[src/rtl/insn_encode_pkg.sv]
// Shared RV32I opcode/funct3 constants and record types for the encode path.
// Used by insn_encode (optional IMM_CHECK_EN build) and its FIFO.
package insn_encode_pkg;

    localparam int INSN_W = 32;
    localparam int ADDR_W = 32;

    localparam logic [6:0] OP_LUI    = 7'b0110111;
    localparam logic [6:0] OP_AUIPC  = 7'b0010111;
    localparam logic [6:0] OP_JAL    = 7'b1101111;
    localparam logic [6:0] OP_JALR   = 7'b1100111;
    localparam logic [6:0] OP_BRANCH = 7'b1100011;
    localparam logic [6:0] OP_LOAD   = 7'b0000011;
    localparam logic [6:0] OP_STORE  = 7'b0100011;
    localparam logic [6:0] OP_IMM    = 7'b0010011;
    localparam logic [6:0] OP_REG    = 7'b0110011;
    localparam logic [6:0] OP_SYSTEM = 7'b1110011;

    localparam logic [2:0] F3_ADD  = 3'b000;
    localparam logic [2:0] F3_SLL  = 3'b001;
    localparam logic [2:0] F3_SRX  = 3'b101;

    typedef struct packed {
        logic [6:0]        opcode;
        logic [4:0]        rd;
        logic [4:0]        rs1;
        logic [4:0]        rs2;
        logic [2:0]        funct3;
        logic [6:0]        funct7;
        logic [INSN_W-1:0] imm;
    } insn_fields_t;

    typedef struct packed {
        logic [INSN_W-1:0] insn;
        logic [ADDR_W-1:0] addr;
    } enc_entry_t;

    typedef enum logic [2:0] {
        FMT_R, FMT_I, FMT_SH, FMT_S, FMT_B, FMT_U, FMT_J, FMT_BAD
    } insn_fmt_t;

    // Shift-immediates share OP_IMM with ordinary I-type but carry funct7.
    function automatic insn_fmt_t fmt_of(input logic [6:0] op, input logic [2:0] f3);
        insn_fmt_t fmt;
        case (op)
            OP_REG:                      fmt = FMT_R;
            OP_IMM:                      fmt = (f3 == F3_SLL || f3 == F3_SRX) ? FMT_SH : FMT_I;
            OP_LOAD, OP_JALR, OP_SYSTEM: fmt = FMT_I;
            OP_STORE:                    fmt = FMT_S;
            OP_BRANCH:                   fmt = FMT_B;
            OP_LUI, OP_AUIPC:            fmt = FMT_U;
            OP_JAL:                      fmt = FMT_J;
            default:                     fmt = FMT_BAD;
        endcase
        return fmt;
    endfunction

endpackage

[src/rtl/insn_encode_fifo.sv]
// Synchronous FIFO of encoded {insn, addr} entries; reset flushes all entries.
// Used by insn_encode (IMM_CHECK_EN does not affect this file).
module insn_enc_fifo
    import insn_encode_pkg::*;
#(
    parameter int DEPTH = 4
) (
    input  logic       clk,
    input  logic       rst,
    input  logic       push,
    input  enc_entry_t wr_data,
    input  logic       pop,
    output enc_entry_t rd_data,
    output logic       full,
    output logic       empty
);

    localparam int PW = $clog2(DEPTH);

    enc_entry_t    mem [DEPTH];
    logic [PW-1:0] wr_ptr;
    logic [PW-1:0] rd_ptr;
    logic [PW:0]   used;
    logic          do_push;
    logic          do_pop;

    assign full    = (used == (PW+1)'(DEPTH));
    assign empty   = (used == '0);
    assign do_push = push && !full;
    assign do_pop  = pop && !empty;
    assign rd_data = mem[rd_ptr];

    always_ff @(posedge clk) begin
        if (!rst) begin
            wr_ptr <= '0;
            rd_ptr <= '0;
            used   <= '0;
        end else begin
            if (do_push) begin
                mem[wr_ptr] <= wr_data;
                wr_ptr      <= wr_ptr + 1'b1;
            end
            if (do_pop) begin
                rd_ptr <= rd_ptr + 1'b1;
            end
            case ({do_push, do_pop})
                2'b10:   used <= used + 1'b1;
                2'b01:   used <= used - 1'b1;
                default: used <= used;
            endcase
        end
    end

endmodule

[src/rtl/insn_encode.sv]
// RV32I field-set to instruction-word encoder with address tagging and output FIFO.
// Define IMM_CHECK_EN to reject out-of-range immediates instead of truncating them.
module insn_encode
    import insn_encode_pkg::*;
#(
    parameter int                DWIDTH    = 32,
    parameter int                AWIDTH    = 32,
    parameter logic [AWIDTH-1:0] BASE_ADDR = 32'h0100_0000,
    parameter int                DEPTH     = 4
) (
    input  logic              clk,
    input  logic              rst,
    input  logic              in_valid_i,
    output logic              in_ready_o,
    input  logic [6:0]        opcode_i,
    input  logic [4:0]        rd_i,
    input  logic [4:0]        rs1_i,
    input  logic [4:0]        rs2_i,
    input  logic [2:0]        funct3_i,
    input  logic [6:0]        funct7_i,
    input  logic [DWIDTH-1:0] imm_i,
    input  logic              addr_load_i,
    input  logic [AWIDTH-1:0] addr_i,
    output logic              out_valid_o,
    input  logic              out_ready_i,
    output logic [DWIDTH-1:0] insn_o,
    output logic [AWIDTH-1:0] addr_o,
    output logic              err_o,
    output logic [15:0]       count_o
);

    insn_fields_t      f;
    insn_fmt_t         fmt;
    logic [INSN_W-1:0] enc;
    logic [INSN_W-1:0] imm;
    logic              imm_ok;
    logic              enc_ok;
    logic              accept;
    logic              push;
    logic              pop;
    logic              full;
    logic              empty;
    logic [AWIDTH-1:0] addr_cnt;
    logic [AWIDTH-1:0] addr_cur;
    enc_entry_t        wr_entry;
    enc_entry_t        head;

    assign f = '{opcode: opcode_i, rd: rd_i, rs1: rs1_i, rs2: rs2_i,
                 funct3: funct3_i, funct7: funct7_i, imm: imm_i};
    assign imm = f.imm;

    always_comb begin
        fmt    = fmt_of(f.opcode, f.funct3);
        enc    = '0;
        imm_ok = 1'b1;
        case (fmt)
            FMT_R:   enc = {f.funct7, f.rs2, f.rs1, f.funct3, f.rd, f.opcode};
            FMT_I:   enc = {imm[11:0], f.rs1, f.funct3, f.rd, f.opcode};
            FMT_SH:  enc = {f.funct7, imm[4:0], f.rs1, f.funct3, f.rd, f.opcode};
            FMT_S:   enc = {imm[11:5], f.rs2, f.rs1, f.funct3, imm[4:0], f.opcode};
            FMT_B:   enc = {imm[12], imm[10:5], f.rs2, f.rs1, f.funct3, imm[4:1], imm[11], f.opcode};
            FMT_U:   enc = {imm[31:12], f.rd, f.opcode};
            FMT_J:   enc = {imm[20], imm[10:1], imm[11], imm[19:12], f.rd, f.opcode};
            default: enc = '0;
        endcase
`ifdef IMM_CHECK_EN
        case (fmt)
            FMT_I, FMT_S: imm_ok = (imm == {{20{imm[11]}}, imm[11:0]});
            FMT_B:        imm_ok = (imm == {{19{imm[12]}}, imm[12:0]}) && !imm[0];
            FMT_J:        imm_ok = (imm == {{11{imm[20]}}, imm[20:0]}) && !imm[0];
            FMT_U:        imm_ok = (imm[11:0] == 12'h000);
            FMT_SH:       imm_ok = (imm[31:5] == 27'h0);
            default:      imm_ok = 1'b1;
        endcase
`endif
        enc_ok = (fmt != FMT_BAD) && imm_ok;
    end

    // A full FIFO blocks input even if the head is popped in the same cycle.
    assign in_ready_o = !full;
    assign accept     = in_valid_i && in_ready_o;
    assign push       = accept && enc_ok;
    assign pop        = out_valid_o && out_ready_i;
    assign addr_cur   = addr_load_i ? addr_i : addr_cnt;
    assign wr_entry   = '{insn: enc, addr: addr_cur};

    always_ff @(posedge clk) begin
        if (!rst) begin
            addr_cnt <= BASE_ADDR;
            err_o    <= 1'b0;
            count_o  <= '0;
        end else begin
            if (push) begin
                addr_cnt <= addr_cur + AWIDTH'(4);
            end else if (addr_load_i) begin
                addr_cnt <= addr_i;
            end
            err_o <= accept && !enc_ok;
            if (pop) begin
                count_o <= count_o + 16'd1;
            end
        end
    end

    insn_enc_fifo #(.DEPTH(DEPTH)) u_fifo (
        .clk     (clk),
        .rst     (rst),
        .push    (push),
        .wr_data (wr_entry),
        .pop     (pop),
        .rd_data (head),
        .full    (full),
        .empty   (empty)
    );

    assign out_valid_o = !empty;
    assign insn_o      = empty ? '0 : head.insn;
    assign addr_o      = empty ? '0 : head.addr;

endmodule

[config.mk]
export PLATFORM = sky130hd
export DESIGN_NAME = insn_encode
export DESIGN_NICKNAME = d
export VERILOG_FILES = /design/src/rtl/insn_encode_pkg.sv /design/src/rtl/insn_encode_fifo.sv /design/src/rtl/insn_encode.sv
export SDC_FILE = /design/constraint.sdc
export NUM_CORES = 1
export LEC_CHECK = 0
export CAP_MARGIN = 20
export CORE_MARGIN = 2
export CORE_UTILIZATION = 48
export CTS_CLUSTER_SIZE = 30
export DETAILED_ROUTE_END_ITERATION = 16
export PLACE_DENSITY = 0.81
export SETUP_SLACK_MARGIN = 0.15
export SYNTH_ARGS = -nofsm -noshare
export SYNTH_HDL_FRONTEND = slang
export SYNTH_SLANG_ARGS = --single-unit
[constraint.sdc]
create_clock -name clk -period 9.5 [get_ports clk]
set_clock_uncertainty 0.1 [all_clocks]
set_input_delay 1.425 -clock clk [delete_from_list [all_inputs] [get_ports clk]]
set_output_delay 1.425 -clock clk [all_outputs]
set_load 0.01 [all_outputs]
==> impl_metrics.toml <==
[grt]
grt_pass1_vias = 9079
grtUsageTotal = 0.215
antenna_found_initial = 0
grt_max_degree = 66
grt_first_pass_wirelength_mm = 51.1
overflow = 0

[setup_path]
critPathMaxFanout = 41
crit_buf_inv = 2
arrival_ps = 5000
timing.critical_path.to_type = "flop"
cpPeakStageDelay_ps = 860
slowest_stage = "clkdlybuf4s50_1"
cp.required_ps = 9580
cp_cell_sequence = "clkdlybuf4s50_1 > nand4b_1 > a211oi_2 > and3_2 > buf_4"
critPathKind = "in2reg"
crit_path_start_kind = "primary input"
critPathTopFamily = "buffers and inverters"

[synth]
synth_top_cells_by_area = "edfxtp_1 56%, mux4_2 10%, dfxtp_1 8.4%, and2_1 3.4%, mux2_2 2.0%"
synthArstFlopShare = 0
syn_nets = 1027
synth_cell_types = 67
yosysMostFrequentCell = "edfxtp_1"
synth.avg_cell_area_sq_um = 15.0
synth_edf_count = 256
synth.top_cell.area_share = 0.559
synth_area_sq_mm = 0.0138
yosysTopAreaCell = "edfxtp_1"
synth-seq-cells = 314
ys_seq_area_frac = 0.643
ys.flop_type = "edfxtp_1"
ys_warn_count = 0
synthTopCellsByCount = "256 x edfxtp_1, 74 x and2_1, 64 x mux4_2"
syn-instance-count = 918

[place]
dpl-instance-area_sq_mm = 0.0159
pre_cts_slack_ps = 4100
portBuffers = 183
dp_hpwl_mm = 21.2
gp_congestion = 0.828
dp.cells = 1437

[clocking]
cts_resized = 0
numClockSinks = 314
post-cts-setup-buffers = 0
cts-hold-fix-buffers = 0
clk-insertion-delay-late_ps = 550
clockBufferDepth = 3
cts_tree = "yes"
cts_buffers = 31
cts_max_level = 1
clockRootBuffer = "clkbuf_16"
path_clk_slew_ps = 60

[floorplanning]
num_rows = 61
dieWidth_um = 173
coreArea_sq_mm = 0.0280
start_util = 0.491
die_area_sq_mm = 0.0300
fp.dieH_um = 173
ios = 184

[drt]
route.detailed.drc = 0
via_per_inst = 5.90
vias = 8837
detail_route.wl_per_cell_um = 21.8
ant_nets = 0
dr.pass1.iters = 6
drtIter0Drc = 850
wirelength_mm = 32.6

[layout]
multi_input_area_sq_mm = 0.00459
nets = 1202
n_fill_cell = 2039
drive_above_1_share = 0.157
final_area_sq_mm = 0.0169
area_growth_pct = 23.1
regArea_sq_mm = 0.00885
final_cells = 1497

[timing]
finalSetupViolations = 0
final-hold-violation-count = 0
relSlewSlack = 0.313
max_freq_mhz = 203
period_share = 0.517
setup_ws_ps = 4590
min_period_ps = 4910
rsz0062_at_grt = "no"
slew_viol_final = 0
fin_setup_tns_ps = 0
tightest_slew_ps = 1030
worst_hold_slack_ps = 421

[power]
p_per_area_mw_per_mm2 = 177
p_leak_nw = 5.59
vdd_drop_max_uv = 151

[job]
cap_violations = 0

[outcome]
outcome = "finished clean"

[hold_path]
min_path_type = "reg2reg"
==> layout by cell type, fill, tap and decap left out, types with 14 or more instances in the layout <==
cell type	instances
a21oi_1	20
and2_1	74
clkbuf_16	31
clkdlybuf4s50_1	182
dfxtp_1	56
edfxtp_1	256
inv_1	21
mux2_2	25
mux2i_1	15
mux4_2	64
nand2_1	48
nand3_1	27
nand4_1	26
nor2_1	43
xor2_1	14
==> worst paths after layout <==
path                                     from                         end  slack, ps  cells after the start
setup / recovery                  opcode_i[2]  u_fifo.mem[1][8]$_DFFE_PP_       4590                      5
hold / removal       count_o[12]$_SDFFE_PN0P_    count_o[12]$_SDFFE_PN0P_        420                      2
setup reg to reg  u_fifo.used[0]$_SDFFE_PN0P_  u_fifo.mem[1][8]$_DFFE_PP_       6260                      5
hold reg to reg      count_o[12]$_SDFFE_PN0P_    count_o[12]$_SDFFE_PN0P_        420                      2
==> power breakdown <==
group          switching [W]  internal (W)  leakage (nW)
Sequential         0.0000130       0.00150          2.77
Clock               0.000504      0.000718         0.490
Combinational       0.000126      0.000132          2.33
Total               0.000643       0.00235          5.59
==> worst reg2reg max path, cell delays in order, from the launching register on <==
cell and delay [ps]:
dfxtp_1 410, or3b_1 300, nand2_1 140, a211oi_2 560, and3_2 710, buf_4 620
==> registers in the layout (all words and copies together) (netlist names), named ones only <==
| name | cells |
|---|---|
| addr_cnt | 32 |
| u_fifo.wr_ptr | 2 |
| u_fifo.mem | 256 |
| count_o | 16 |
| u_fifo.rd_ptr | 2 |
| u_fifo.used | 3 |
| err_o | 1 |
==> final cells by class <==
| class | count | area share |
|---|---|---|
| sequential | 314 | 0.522 |
| multi-input combinational | 529 | 0.271 |
| timing repair buffer | 196 | 0.114 |
| clock buffer | 41 | 0.0486 |
| tap | 378 | 0.0279 |
| clock inverter | 17 | 0.0114 |
| inverter | 21 | 0.00465 |
| antenna | 1 | 0.000148 |
==> cell families after synthesis <==
logic type	after synthesis	synth area share
and+or+nand+nor	282	0.113
AOI/OAI and AO/OA	112	0.0608
adders and majority gates	8	0.00782
buffers and inverters	75	0.0245
muxes	104	0.136
xor gates and xnor gates	23	0.0146
DFF	314	0.643
==> per-layer routing <==
| layer | global-route usage | wire length [um] | vias to the layer above |
|---|---|---|---|
| met5 | 0 | 0 | - |
| met4 | 0.0569 | 648 | 0 |
| met3 | 0.0513 | 2890 | 48 |
| met2 | 0.348 | 15500 | 415 |
| met1 | 0.294 | 13600 | 4428 |
| li1 | - | - | 3946 |
==> through the flow <==
step / utilization / power (W)
finish: 0.605 / 0.00299
global route: 0.605 / 0.00308
CTS: 0.604 / 0.00301
detailed placement: 0.568 / 0.00180
global placement: 0.568 / 0.00179
floorplan: - / 0.00168
No activity file was read; power rests on OpenSTA's default activity.
==> RTL edit, RTL diff (same flow settings) <==
`DEPTH` is set to 4 in 2 places; all go to 2.
--- a/src/rtl/insn_encode_fifo.sv
+++ b/src/rtl/insn_encode_fifo.sv
@@ -4,5 +4,5 @@
     import insn_encode_pkg::*;
 #(
-    parameter int DEPTH = 4
+    parameter int DEPTH = 2
 ) (
     input  logic       clk,
--- a/src/rtl/insn_encode.sv
+++ b/src/rtl/insn_encode.sv
@@ -7,5 +7,5 @@
     parameter int                AWIDTH    = 32,
     parameter logic [AWIDTH-1:0] BASE_ADDR = 32'h0100_0000,
-    parameter int                DEPTH     = 4
+    parameter int                DEPTH     = 2
 ) (
     input  logic              clk,
Function: changed (a bounded check fails within 4 cycles, from zero or initial values and one cycle with rst low).
==> RTL edit against the unedited design <==
Routed wire length down 35%. Power down 38%. Critical path depth up 1. Worst setup slack better by 0.35 ns. First-iteration DRC count down 45%. Area after synthesis down 36%. Final area down 33%. Combinational power down 8%. Sequential cell count down 132. Critical path type unchanged. Critical endpoint is now u_fifo.mem[1][19].
==> RTL edit: results (changes against the unedited design) <==
[run_status]
run_status = finished, final reports clean  ; unchanged

[grt]
grt_pass1_vias = 6349  ; was 9079
grt_max_degree = 65  ; was 66
grtUsageTotal_pct = 21.9  ; was 21.5%
grt_pass1_wl_mm = 33.6  ; was 51.1 mm

[cells_and_area]
nNonClkBuffers = 190  ; was 196
inverters = 26  ; was 21
multi_input_area_share_pct = 31.1  ; was 27.1%
multi_input_gates = 504  ; was 529
antenna_cells = 0  ; was 1
buf_share_pct = 16.7  ; was 11.4%
nNetsFinal = 1025  ; was 1202
fillers = 1391  ; was 2039

[place]
place_hpwl_mm = 14.8  ; was 21.2 mm
dp.cells = 1130  ; was 1437
gp_congestion = 0.902  ; was 0.828
dpl_cell_area_um2 = 10700  ; was 15900 µm²

[clock_network]
cts_buffers = 17  ; was 31
cts_buffer_depth = 2  ; was 3
clock_latency_ns = 0.42  ; was 0.55 ns

[critical_path]
crit_family = simple AND/OR/NAND/NOR gates  ; was buffers and inverters
worst_ep_arrival_time_ns = 4.52  ; was 5.00 ns
r2r_setup_slack_ns = 6.45  ; was 6.26 ns

[synthesis]
synth_area_leaders = edfxtp_1 (44%), dfxtp_1 (12%), mux2i_1 (8.2%)  ; was edfxtp_1 (56%), mux4_2 (10%), dfxtp_1 (8.4%)
synth.yosys.seq_area_share_pct = 56.3  ; was 64.3%
avgSynthCellArea_um2 = 11.6  ; was 15.0 µm²

[detailed_routing]
wl_mm = 21.3  ; was 32.6 mm

[power]
p_int_uw = 1430  ; was 2350 µW
seqPwrFrac_pct = 47.1  ; was 50.5%

[timing]
whs_ns = 0.421  ; about the same

[min_path]
hp-start = u_fifo.rd_ptr  ; was count_o[12]

## RTL edit: cell types whose count changed after synthesis, sizes merged, moves of 7 or more
cell / before / now
mux2i: 15 / 72
clkbuf: 28 / 20
a21oi: 21 / 14
nor3b: 1 / 8
nand4: 26 / 14
nand2: 49 / 26
and2: 74 / 10
o21ai: 13 / 27
nor2: 43 / 109
edfxtp: 256 / 128
mux4: 64 / 0
## RTL edit: kinds of logic (layout without fill, tap and decap cells)
logic type | count (synthesis) | count (layout) | synth area share [%]
compound gates | 114 | 114 | 9.58
xor+xnor | 28 | 28 | 2.80
fa+ha+maj | 3 | 3 | 0.429
buf+inv | 69 | 248 | 3.49
flops | 182 | 182 | 56.3
mux | 99 | 99 | 11.7
simple gates | 260 | 260 | 15.7
## RTL edit: routing by layer
| metal | global-route usage [%] | share of wire [%] |
|---|---|---|
| met2 | 36.8 | 50 |
| met3 | 4.80 | 5.5 |
| met1 | 27.8 | 42 |
| met5 | 0 | 0 |
| met4 | 8.24 | 2.6 |
